$ cat src/rtl/instruction_fetch_unit_if.sv
// Instruction-memory read interface between the fetch unit and a
// combinational instruction memory.
//   Address     : byte address driven by the fetch unit (word index = [8:2])
//   Instruction : instruction word returned for Address in the same cycle
// master = fetch unit side, slave = memory side.
interface instruction_fetch_unit_if;
  logic [31:0] Address;
  logic [31:0] Instruction;

  modport master (output Address, input Instruction);
  modport slave  (input Address, output Instruction);
endinterface

$ cat src/rtl/instruction_fetch_unit.sv
// IF stage of the pipelined MIPS datapath.
// Owns the PC, drives the instruction-memory address and captures the
// returned word into the IF/ID pipeline register.
// Ports:
//   Clk, Reset          : clock, asynchronous active-low reset
//   Stall               : hold PC and IF/ID
//   Redirect,
//   RedirectTarget      : branch/jump redirect; flushes IF/ID for one slot
//   imem                : instruction-memory read interface (master)
//   PC                  : current fetch PC
//   Instruction_ID,
//   PCPlus4_ID,
//   Valid_ID            : IF/ID pipeline register
//   FetchCount          : instructions accepted into IF/ID (wraps)
module instruction_fetch_unit #(
  parameter logic [31:0] RESET_PC = 32'h0000_0000,
  parameter logic [31:0] NOP_WORD = 32'h0000_0000
) (
  input  logic                              Clk,
  input  logic                              Reset,
  input  logic                              Stall,
  input  logic                              Redirect,
  input  logic [31:0]                       RedirectTarget,
  instruction_fetch_unit_if.master          imem,
  output logic [31:0]                       PC,
  output logic [31:0]                       Instruction_ID,
  output logic [31:0]                       PCPlus4_ID,
  output logic                              Valid_ID,
  output logic [31:0]                       FetchCount
);

  logic [31:0] pc_plus4;

  assign pc_plus4     = PC + 32'd4;
  assign imem.Address = PC;

  // Redirect beats Stall beats normal advance. The if/else form keeps an
  // unknown control value from propagating X into the registers.
  always_ff @(posedge Clk or negedge Reset) begin
    if (!Reset) begin
      PC             <= RESET_PC;
      Instruction_ID <= NOP_WORD;
      PCPlus4_ID     <= 32'd0;
      Valid_ID       <= 1'b0;
      FetchCount     <= 32'd0;
    end else if (Redirect) begin
      // Wrong-path word on imem.Instruction is dropped; a bubble goes in.
      PC             <= {RedirectTarget[31:2], 2'b00};
      Instruction_ID <= NOP_WORD;
      PCPlus4_ID     <= 32'd0;
      Valid_ID       <= 1'b0;
    end else if (Stall) begin
      PC             <= PC;
    end else begin
      PC             <= pc_plus4;
      Instruction_ID <= imem.Instruction;
      PCPlus4_ID     <= pc_plus4;
      Valid_ID       <= 1'b1;
      FetchCount     <= FetchCount + 32'd1;
    end
  end

endmodule

$ cat src/flat_wrapper.sv
// flat-port wrapper written by rule: the top's interface ports become plain ports
module instruction_fetch_unit_flat 
#(
  parameter logic [31:0] RESET_PC = 32'h0000_0000,
  parameter logic [31:0] NOP_WORD = 32'h0000_0000
)
  (Clk, Reset, Stall, Redirect, RedirectTarget, PC, Instruction_ID, PCPlus4_ID, Valid_ID, FetchCount, imem_Address, imem_Instruction);
  instruction_fetch_unit_if imem_i ();
  input  logic Clk;
  input  logic Reset;
  input  logic Stall;
  input  logic Redirect;
  input  logic [31:0] RedirectTarget;
  output logic [31:0] PC;
  output logic [31:0] Instruction_ID;
  output logic [31:0] PCPlus4_ID;
  output logic Valid_ID;
  output logic [31:0] FetchCount;
  output wire logic [$bits(imem_i.Address)-1:0] imem_Address;
  input wire logic [$bits(imem_i.Instruction)-1:0] imem_Instruction;
  assign imem_Address = imem_i.Address;
  assign imem_i.Instruction = imem_Instruction;
  instruction_fetch_unit #(.RESET_PC(RESET_PC), .NOP_WORD(NOP_WORD)) u_core (.Clk(Clk), .Reset(Reset), .Stall(Stall), .Redirect(Redirect), .RedirectTarget(RedirectTarget), .imem(imem_i), .PC(PC), .Instruction_ID(Instruction_ID), .PCPlus4_ID(PCPlus4_ID), .Valid_ID(Valid_ID), .FetchCount(FetchCount));
endmodule
$ cat config.mk
export PLATFORM = sky130hd
export DESIGN_NAME = instruction_fetch_unit_flat
export DESIGN_NICKNAME = d
export VERILOG_FILES = /design/src/rtl/instruction_fetch_unit_if.sv /design/src/rtl/instruction_fetch_unit.sv /design/src/flat_wrapper.sv
export SDC_FILE = /design/constraint.sdc
export NUM_CORES = 1
export LEC_CHECK = 0
export BUFFER_PORTS_ARGS = -buffer_cell sky130_fd_sc_hd__buf_2
export CORE_MARGIN = 2
export CORE_UTILIZATION = 55
export CTS_CLUSTER_DIAMETER = 40
export DETAILED_ROUTE_END_ITERATION = 10
export GPL_ROUTABILITY_DRIVEN = 0
export GPL_TIMING_DRIVEN = 0
export PLACE_DENSITY_LB_ADDON = 0.1
export RECOVER_POWER = 50
export SYNTH_ARGS = -nofsm -noshare
export SYNTH_HDL_FRONTEND = slang
export SYNTH_SLANG_ARGS = --single-unit
export TNS_END_PERCENT = 50
$ cat constraint.sdc
create_clock -name Clk -period 4.2 [get_ports Clk]
set_clock_uncertainty 0.05 [all_clocks]
set_input_delay 1.05 -clock Clk [delete_from_list [all_inputs] [get_ports Clk]]
set_output_delay 1.05 -clock Clk [all_outputs]
set_load 0.005 [all_outputs]
==> summary.md, run 1 <==
| Metric | Value |
|---|---|
| Status | finished with violations |
| Failing checks | max-capacitance violations, max-slew violations |
| Multi-input combinational cell area | 0.002909 sq mm |
| Critical path's slowest cell | buf_1 |
| Most frequent cells in the layout | buf_2 (198), dfrtp_1 (126), nor2_1 (83) |
| Nets | 987 |
| Worst Path Required | between 4 and 5 ns |
| Cells after Synth | 672 |
| Endpoint class of the critical path | register |
| Slew Limit Fails | 39 |
| Die Area | 0.01287 sq mm |
| Cell variety after synth | 48 |
| Worst-margin pin slew | 2.236 ns |
| WS Path Type | in2reg |
| Input/output buffers | 222 |
| Worst slack at placement | about 1.2 ns |
| DRC viols | 0 |
| Total GRT Usage | 30.57% |
| Min-delay worst type | reg2reg |
| Htree depth | 4 |
| Critical Path AT | approximately 2.9 ns |
| Final Hold Viols | 0 |
| Crit path max fanout | 10 |
| Antenna cells | 0 |
| TritonCTS clock tree | yes |
| Max-cap violation count | 1 |
| Global-route wire length before repair | 30680 microns |
| Design Area, Final | 0.008473 sq mm |
| Dpl cells | approximately 1000 |
| Final setup fails | 0 |
| Seq. cell area | roughly 0.0032 sq mm |
| Top Ports | 229 |
| FILL cells | slightly below 900 |
| Crit path cell chain | clkbuf_1 -> clkbuf_1 -> buf_1 -> buf_2 -> mux2i_1 -> nor2_1 |
| Fin crit period | 2.675 ns |
| Gr ovfl total | 0 |
| Clk slew on worst S/H paths | 0.05 ns |
| Via count | 6285 |
| Synth area leader | dfrtp_1 |
| Main synth FF type | dfrtp_1 |
| EDFF count, synth | 0 |
| Mapped Area | 0.006590 sq mm |
| Post-DP Area | 0.007925 sq mm |
| Vias in the first global route | around 6200 |
| Warnings from Yosys | 0 |
| Wire per inst | approximately 18 microns |
| Max Fclk | 373.8 MHz |
| Most common cell after layout, fill and taps aside | buf_2 |
| Pwr Density | 409.5 mW/mm^2 |
| Drt via density | 5.868 |
| Initial antenna violation count | 0 |
| Core Region | 0.01156 sq mm |
| Starting Density | a little under three fifths |
| Hpwl dp | about 14000 microns |
| Cts hold-fix bufs | 0 |
| P_leak | 0.004031 uW |
| Deepest clock path buffer count | 2 |
| Largest net degree at the start of global routing | 89 |
| Fin Setup TNS | 0 ns |
| Most frequent CP cell | clkbuf_1 |
| FP Rows | 39 |
| Post-Route WL | 19460 microns |
| ANT nets after route | 0 |
| Mean post-synth cell area | 9.807 sq um |
| FF-to-FF path depth | 7 |
| Crit path launch type | primary input |
| Final setup margin | 1.525 ns |
| Area grow syn2layout | 28.57% |
| Post-synth top area share | between 40 and 50% |
| Die Width | between 100 and 150 microns |
| CTS Root Cell | clkbuf_16 |
| Slowest Stage Delay on Critical Path | 0.48 ns |
| Asr flop ratio synth | 100.0% |
| Setup bufs post-CTS | 0 |
| Clock Sinks | between 100 and 150 |
| Post-synthesis sequential area ratio | 47.85% |
| Layout cell share with drive strength beyond 1 | 29.74% |
| Worst skew pair latency | 0.42 ns |
| Seq cells post-synth | 126 |
| Cts bufs inserted | 17 |
| Starting DRT DRC Count | 484 |
| RSZ-0062 raised after global routing | no |
| Final Non-Filler Cells | 1071 |
| Peak supply drop | 0.3116 mV |
| # resized after CTS | 0 |
| DRT Pass-1 Iters | 6 |
| Worst slew margin | -49.04% |
| Die Ht | 113.5 microns |
| Top post-synthesis cells by area | dfrtp_1 (48%), mux2i_1 (4.9%), nor2_1 (4.7%) |
| Hold Path Cell Cnt | 1 |
| Period utilization | 63.70% |
-- state kept, by name, summed over array words and instances, names as in the netlist --
signal	count
u_core.Instruction_ID	32
u_core.Valid_ID	1
u_core.PCPlus4_ID	31
u_core.FetchCount	32
u_core.PC	30
-- worst max-delay path, delay by kind of cell --
kind | cells | cell delay, ns
buffers and inverters | 4 | 1.54
and+or+nand+nor | 1 | 0.07
muxes | 1 | 0.25
-- power breakdown --
| group | internal [uW] | total (uW) | switching, uW |
|---|---|---|---|
| registers | 1310 | 1420 | 116 |
| clock network | 985 | 1510 | 524 |
| logic | 258 | 537 | 279 |
| total | 2550 | 3470 | 918 |
-- kinds of logic (layout without fill, tap and decap cells) --
kind of cell	count (synthesis)	after routing	synth area share (%)
AO/OA/AOI/OAI	97	97	9.873
XOR/XNOR	53	53	7.044
adder cells (fa/ha/maj)	2	2	0.3797
buffers and inverters	91	344	8.183
flip-flops	126	126	47.85
multiplexers	33	33	5.031
other	1	4	0.05690
AND/OR/NAND/NOR	269	269	21.59
-- stage by stage --
stage	utilization [%]	total power [uW]	hold slack, ns
2_1_floorplan	-	1705	0.4147
3_3_place_gp	68.24	1952	0.4026
3_5_place_dp	68.53	1982	0.4017
4_1_cts	73.70	3486	0.4162
5_1_grt	73.27	3596	0.4568
6_report	73.27	3470	0.4157
-- layout make-up --
type / count / area share [%]
sequential: 126 / 37.21
multi-input combinational: 458 / 34.33
timing repair buffer: 223 / 12.92
buffer: 83 / 6.010
clock buffer: 23 / 5.759
tap: 143 / 2.112
clock inverter: 7 / 1.299
inverter: 8 / 0.3544
-- cell usage after synthesis (4+ instances only) --
library cell and n:
a211oi_1 6, a21oi_1 8, a311oi_1 18, a31oi_1 15, and2_1 8, and3_1 11
and4_1 8, buf_2 11, buf_4 38, clkbuf_1 27, dfrtp_1 126, inv_1 7
mux2i_1 32, nand2_1 42, nand3_1 22, nand4_1 29, nand4b_1 4, nor2_1 83
nor3_1 9, nor4_1 5, o21ai_0 26, o31ai_1 20, or3_1 13, or4_1 23
xnor2_1 35, xor2_1 18
-- worst paths after layout --
kind	end	slack, ns	startpoint
max in group asynchronous	u_core.FetchCount[18]	1.58	Reset
min in group asynchronous	u_core.PCPlus4_ID[7]	1.24	Reset
hold reg to reg	u_core.FetchCount[31]	0.42	u_core.FetchCount[31]
hold / removal	u_core.FetchCount[31]	0.42	u_core.FetchCount[31]
setup reg to reg	u_core.PCPlus4_ID[30]	1.57	u_core.PC[2]
setup / recovery	u_core.Instruction_ID[6]	1.52	Stall
-- layer usage --
| layer | global-route usage (%) | routed length [microns] | vias up |
|---|---|---|---|
| li1 | - | - | 2873 |
| met1 | 36.86 | 7515 | 2993 |
| met2 | 50.90 | 9600 | 361 |
| met3 | 8.130 | 1714 | 58 |
| met4 | 15.37 | 626 | 0 |
| met5 | 0 | 0 | - |
Power figures use the tool's default switching activity.
==> run 2: changes to the inputs <==
--- a/config.mk
+++ b/config.mk
@@ -7,7 +7,7 @@
 export LEC_CHECK = 0
 export BUFFER_PORTS_ARGS = -buffer_cell sky130_fd_sc_hd__buf_2
 export CORE_MARGIN = 2
-export CORE_UTILIZATION = 55
+export CORE_UTILIZATION = 46
 export CTS_CLUSTER_DIAMETER = 40
 export DETAILED_ROUTE_END_ITERATION = 10
 export GPL_ROUTABILITY_DRIVEN = 0
==> constraint.sdc (replaced) <==
create_clock -name Clk -period 2.26 [get_ports Clk]
set_clock_uncertainty 0.05 [all_clocks]
set_input_delay 0.565 -clock Clk [delete_from_list [all_inputs] [get_ports Clk]]
set_output_delay 0.565 -clock Clk [all_outputs]
set_load 0.005 [all_outputs]
==> run 2 against run 1 <==
The run now ends clean. First-iteration DRC count is 17% lower. Sequential power is 87% higher. Non-clock buffer count is 10 higher. Worst hold slack worse by 0.11 ns. Register-to-register slack worse by 1.5 ns. Total power is 90% higher. Worst setup slack worse by 1.5 ns. Critical path depth is 1 lower. Critical endpoint is now u_core.FetchCount[27]. Largest cell class unchanged.
==> summary.md, run 2 (same netlist as run 1, synthesis figures left out) <==
| Metric | Value |
|---|---|
| Slowest Stage Delay on Critical Path | 0.61 ns |
| Most frequent cells in the layout | buf_2 (183), dfrtp_1 (116), nor2_1 (83) |
| Endpoint class of the critical path | register |
| CP top delay family | simple AND/OR/NAND/NOR gates |
| Total GRT Usage | 26.02% |
| Vias in the first global route | roughly 6000 |
| Global-route wire length before repair | 30470 microns |
| Crit path cell chain | nand4_1 -> or4_1 -> clkbuf_1 -> nor3_1 -> xnor2_1 |
| Worst slew margin | 14.13% |
| RSZ-0062 raised after global routing | yes |
| Peak supply drop | 0.4807 mV |
| Hpwl dp | 14080 microns |
| Core Region | 0.01393 sq mm |
| Die Area | around 0.015 sq mm |
| Pwr Density | 756.2 mW/mm^2 |
| Max Fclk | 448.7 MHz |
| DRC viols | 0 |
| ANT nets after route | 0 |
| Setup slack, reg-to-reg | around 0.031 ns |
| Htree depth | 4 |
| Starting Density | 47.29% |
| Final setup fails | 0 |
| Antenna cells | 0 |
| Critical Path AT | 2.52 ns |
| Bufs and invs on worst path | 1 |
| Gr ovfl total | 0 |
| TritonCTS clock tree | yes |
| Crit path launch type | register |
| Status | finished clean |
| Fin crit period | between 2 and 2.5 ns |
| FP Rows | 43 |
| Largest net degree at the start of global routing | 78 |
| Most common cell after layout, fill and taps aside | buf_2 |
| Post-Route WL | 19960 microns |
| Worst-margin pin slew | 1.288 ns |
| Deepest clock path buffer count | 2 |
| DRT Pass-1 Iters | 5 |
| Post-DP Area | 0.007971 sq mm |
| CTS Root Cell | clkbuf_16 |
| Starting DRT DRC Count | about 400 |
| Crit path max fanout | 8 |
| Nets | between 900 and 1000 |
| Critical path's slowest cell | or4_1 |
| Design Area, Final | 0.008728 sq mm |
| Clock Sinks | 126 |
| WS Path Type | reg2reg |
| Initial antenna violation count | 1 |
| Top Ports | 229 |
| Max-cap violation count | 0 |
| Via count | 6254 |
| Worst slack at placement | -0.3642 ns |
| Wire per inst | around 18 microns |
| Input/output buffers | 222 |
| Min-delay worst type | in2reg |
| Final Hold Viols | 0 |
| P_leak | 0.004050 uW |
| Drt via density | between 5 and 6 |
| Top flop regs | u_core.FetchCount (32), u_core.Instruction_ID (32), u_core.PCPlus4_ID (31) |
| Cts bufs inserted | 17 |
| Area grow syn2layout | 32.45% |
| Die Width | 123.7 microns |
| Slew Limit Fails | 0 |
| Layout cell share with drive strength beyond 1 | 32.55% |
| Worst skew pair latency | 0.43 ns |
| Final setup margin | 0.03132 ns |
| Clk slew on worst S/H paths | 0.06 ns |
| Worst Path Required | 2.55 ns |
| Die Ht | 123.7 microns |
| Period utilization | 98.61% |
==> run 2: cell types whose count changed in the layout (fill, tap and decap cells not counted), sizes merged <==
cell      change
clkinv        +3
clkbuf        +3
bufinv        +1
buf           +1
clkinvlp      +4
==> run 2: worst paths after layout <==
path / from / end / cells after the start
min reg2reg: u_core.FetchCount[31] / u_core.FetchCount[31] / 1
max in group asynchronous: Reset / u_core.PC[21] / 2
max reg2reg: u_core.FetchCount[6] / u_core.FetchCount[27] / 5
min: RedirectTarget[14] / u_core.PC[14] / 3
min in group asynchronous: Reset / u_core.PCPlus4_ID[11] / 1
max: u_core.FetchCount[6] / u_core.FetchCount[27] / 5
==> run 2: final cells by class <==
| class | count | area [sq um] |
|---|---|---|
| plain buffers | 81 | 530.5 |
| clock buffers | 17 | 425.4 |
| clock inverters | 15 | 196.4 |
| fillers | 1212 | 5206 |
| inverters | 8 | 30.03 |
| multi-input cells | 458 | 3000 |
| flip-flops and latches | 126 | 3166 |
| well taps | 180 | 225.2 |
| repair buffers | 235 | 1155 |
==> run 2: routing by layer <==
layer | wire, microns | global-route usage (%) | part of all wire, % | up-vias
met5 | 13 | 0 | 0.065 | -
met4 | 570 | 11.01 | 2.9 | 2
met3 | 1670 | 6.639 | 8.4 | 47
met2 | 9457 | 41.76 | 47 | 305
met1 | 8243 | 33.47 | 41 | 3004
li1 | - | - | - | 2896
==> run 2: worst reg2reg max path, delay by kind of cell, from the launching register on <==
family | cells | cell delay, ns
flops | 1 | 0.45
buf+inv | 1 | 0.21
simple gates | 3 | 1.25
xor+xnor | 1 | 0.18
==> run 2: per-stage QoR <==
| step | hold WS, ns | total power (uW) | TNS, ns | util, % | std cells |
|---|---|---|---|---|---|
| 2_1_floorplan | 0.2194 | 3168 | 0 | - | 675 |
| 3_3_place_gp | 0.4124 | 3640 | -145.42 | 56.96 | 1077 |
| 3_5_place_dp | 0.4108 | 3680 | -10.82 | 57.21 | 1078 |
| 4_1_cts | 0.04300 | 6598 | 0 | 61.80 | 1109 |
| 5_1_grt | 0.2968 | 6879 | -0.6014 | 62.64 | 1120 |
| 6_report | 0.3045 | 6600 | 0 | 62.64 | 1120 |
==> run 2: where the power goes <==
group | total, uW | switching, uW | internal (uW)
Clock | 2920 | 1080 | 1840
Combinational | 1030 | 527 | 507
Sequential | 2650 | 213 | 2440
==> run 2: timing repair <==
item	4_1_cts	5_1_grt
resized for setup	9	33
setup endpoints to repair	15	36
pin swaps	0	7
cloned	0	0
setup buffers	0	12
hold buffers	0	0
==> run 3: changes to the inputs <==
--- a/config.mk
+++ b/config.mk
@@ -7,13 +7,13 @@
 export LEC_CHECK = 0
 export BUFFER_PORTS_ARGS = -buffer_cell sky130_fd_sc_hd__buf_2
 export CORE_MARGIN = 2
-export CORE_UTILIZATION = 46
+export CORE_UTILIZATION = 51
 export CTS_CLUSTER_DIAMETER = 40
 export DETAILED_ROUTE_END_ITERATION = 10
 export GPL_ROUTABILITY_DRIVEN = 0
 export GPL_TIMING_DRIVEN = 0
 export PLACE_DENSITY_LB_ADDON = 0.1
-export RECOVER_POWER = 50
+export RECOVER_POWER = 100
 export SYNTH_ARGS = -nofsm -noshare
 export SYNTH_HDL_FRONTEND = slang
 export SYNTH_SLANG_ARGS = --single-unit
==> constraint.sdc (replaced) <==
create_clock -name Clk -period 2.5 [get_ports Clk]
set_clock_uncertainty 0.05 [all_clocks]
set_input_delay 0.625 -clock Clk [delete_from_list [all_inputs] [get_ports Clk]]
set_output_delay 0.625 -clock Clk [all_outputs]
set_load 0.005 [all_outputs]
==> run 3 against run 2 <==
The flow now finishes with violations (max-capacitance violations, max-slew violations). Worst setup slack improved by 0.10 ns. Critical path depth rose by 3. Core utilization rose by 4.6 points. Non-clock buffer count fell by 11. Routed wire length fell by 5.4%. Register-to-register slack improved by 0.10 ns. Highest routed layer is now met4.
==> summary.md, run 3 (same netlist as run 1, synthesis figures left out) <==
| Metric | Value |
|---|---|
| Slew Limit Fails | 56 |
| Worst hold path endpoint | u_core.PC[10] |
| FF-to-FF path depth | 8 |
| Max-cap violation count | 1 |
| Clock Sinks | 126 |
| Post-DP Area | 0.007961 sq mm |
| Design Power | 5743 uW |
| Layout cell share with drive strength beyond 1 | 28.53% |
| Met2 usage | 45.31% |
| Fin crit period | ~2.4 ns |
| Reg2Reg Capture Point | u_core.PC[21] |
| Pwr Density | between 600 and 700 mW/mm^2 |
| Total GRT Usage | 27.77% |
| Setup slack, reg-to-reg | 0.13 ns |
| Crit path launch type | register |
| Deepest clock path buffer count | 2 |
| Wire per inst | 17.14 microns |
| TritonCTS clock tree | yes |
| ANT nets after route | 0 |
| Cts hold-fix bufs | 0 |
| Worst-margin pin slew | 1.521 ns |
| Die Width | 117.7 microns |
| FP Rows | 41 |
| Global-route wire length before repair | 30960 microns |
| Vias in the first global route | around 6000 |
| CTS Root Cell | clkbuf_16 |
| FILL cells | 1053 |
| Core Region | 0.01262 sq mm |
| Input/output buffers | 222 |
| Endpoint class of the critical path | register |
| Starting DRT DRC Count | 488 |
| Worst Path Required | ~2.7 ns |
| Peak supply drop | between 0.4 and 0.5 mV |
| Largest net degree at the start of global routing | 72 |
| Die Area | roughly 0.014 sq mm |
| Starting Density | between 50% and 60% |
| Worst slew margin | -1.425% |
| Antenna cells | 0 |
| Worst Min Path Start | RedirectTarget[10] |
| Final setup fails | 0 |
| Fin Setup TNS | 0 ns |
| DRC viols | 0 |
| Critical path's slowest cell | o41ai_1 |
| Crit path cell chain | clkbuf_8 -> and4_1 -> buf_2 -> nand4_1 -> clkbuf_1 -> buf_2 -> o41ai_1 -> a31oi_1 |
| WS Path Type | reg2reg |
| Gr ovfl total | 0 |
| Final Hold Viols | 0 |
| Hold Path Cell Cnt | 3 |
| Clk slew on worst S/H paths | 0.05 ns |
| Top flop regs | u_core.FetchCount (32), u_core.Instruction_ID (32), u_core.PCPlus4_ID (31) |
| Most common cell after layout, fill and taps aside | buf_2 |
| DRT Pass-1 Iters | 8 |
| Htree depth | 4 |
| Max Fclk | 422.5 MHz |
| RSZ-0062 raised after global routing | no |
| Top Ports | 229 |
| GRT Max-Usage Layer | met2 |
| Failing checks | max-capacitance violations, max-slew violations |
| Critical Path AT | 2.60 ns |
| Area grow syn2layout | 28.69% |
| Via count | 6197 |
| Post-Route WL | approximately 19000 microns |
| Design Area, Final | 0.008481 sq mm |
| Most frequent cells in the layout | buf_2 (179), dfrtp_1 (124), nor2_1 (83) |
| Most frequent CP cell | buf_2 |
| Slowest Stage Delay on Critical Path | 0.43 ns |
| Nets | 986 |
| Worst skew pair latency | 0.42 ns |
| Cts bufs inserted | 17 |
| Crit path max fanout | 10 |
| Drt via density | 5.629 |
| Hpwl dp | 13610 microns |
| M3 GR Usage | 7.364% |
| Reg2reg start | u_core.PC[10] |
| Die Ht | 117.7 microns |
| Final core occ | about two thirds |
| Min-delay worst type | in2reg |
| Bufs and invs on worst path | 4 |
| CP top delay family | buffers and inverters |
| Initial antenna violation count | 0 |
| P_leak | 0.003950 uW |
| Met1 usage | 35.75% |
| Period utilization | 94.67% |
| Status | finished with violations |
-- run 3: cell types whose count changed in the layout (fill, tap and decap cells not counted), sizes merged --
cell | before | now
bufinv | 4 | 2
buf | 242 | 189
clkinvlp | 4 | 3
clkbuf | 90 | 137
clkinv | 7 | 5
-- run 3: power breakdown --
group	total [uW]	internal [uW]	switching (uW)	leakage [uW]
sequential	2390	2200	194	0.00161
clock	2470	1560	904	0.000288
combinational	880	426	454	0.00206
-- run 3: worst min-delay path, stage by stage --
cell     delay (ns)
buf_2          0.07
nand2_1        0.04
o21ai_0        0.06
-- run 3: what timing repair did --
item,4_1_cts,5_1_grt
gates resized for setup,3,2
endpoints found under the hold margin,0,0
setup endpoints to repair,4,7
setup buffers,0,0
-- run 3: worst max path at each step --
stage | from | endpoint | slack, ns | cells after the start
final | u_core.PC[10] | u_core.PC[21] | 0.13 | 8
after global routing | u_core.PC[10] | u_core.PC[21] | 0.04 | 8
after CTS | u_core.PC[2] | u_core.PCPlus4_ID[30] | 0.05 | 7
after detailed placement | Stall | u_core.Instruction_ID[29] | -0.12 | 6
after global placement | Reset | u_core.Instruction_ID[25] | -0.88 | 1
after floorplan | u_core.PC[2] | u_core.PCPlus4_ID[30] | 0.37 | 7
-- run 3: routing by layer --
layer	vias up	wire, microns
met1	2980	7744
met5	-	0
met2	298	9124
li1	2874	-
met3	45	1606
met4	0	394
-- run 3: through the flow --
step / instances / hold WS [ns] / setup slack [ns]
after global placement: 1069 / 0.4100 / -0.8760
after global routing: 1101 / 0.3720 / 0.03986
after floorplan: 675 / 0.2794 / 0.3690
after CTS: 1102 / 0.1325 / 0.05022
after detailed placement: 1070 / 0.4090 / -0.1193
final: 1101 / 0.3637 / 0.1333
-- run 3: area by class of cell --
type / instances / area [sq um] / share of cell area (%)
clock inverter: 10 / 111.4 / 1.313
timing repair buffer: 223 / 1077 / 12.70
sequential: 126 / 3156 / 37.21
inverter: 8 / 30.03 / 0.3541
multi-input combinational: 458 / 2907 / 34.27
clock buffer: 22 / 484.2 / 5.710
buffer: 82 / 500.5 / 5.901
tap: 172 / 215.2 / 2.538
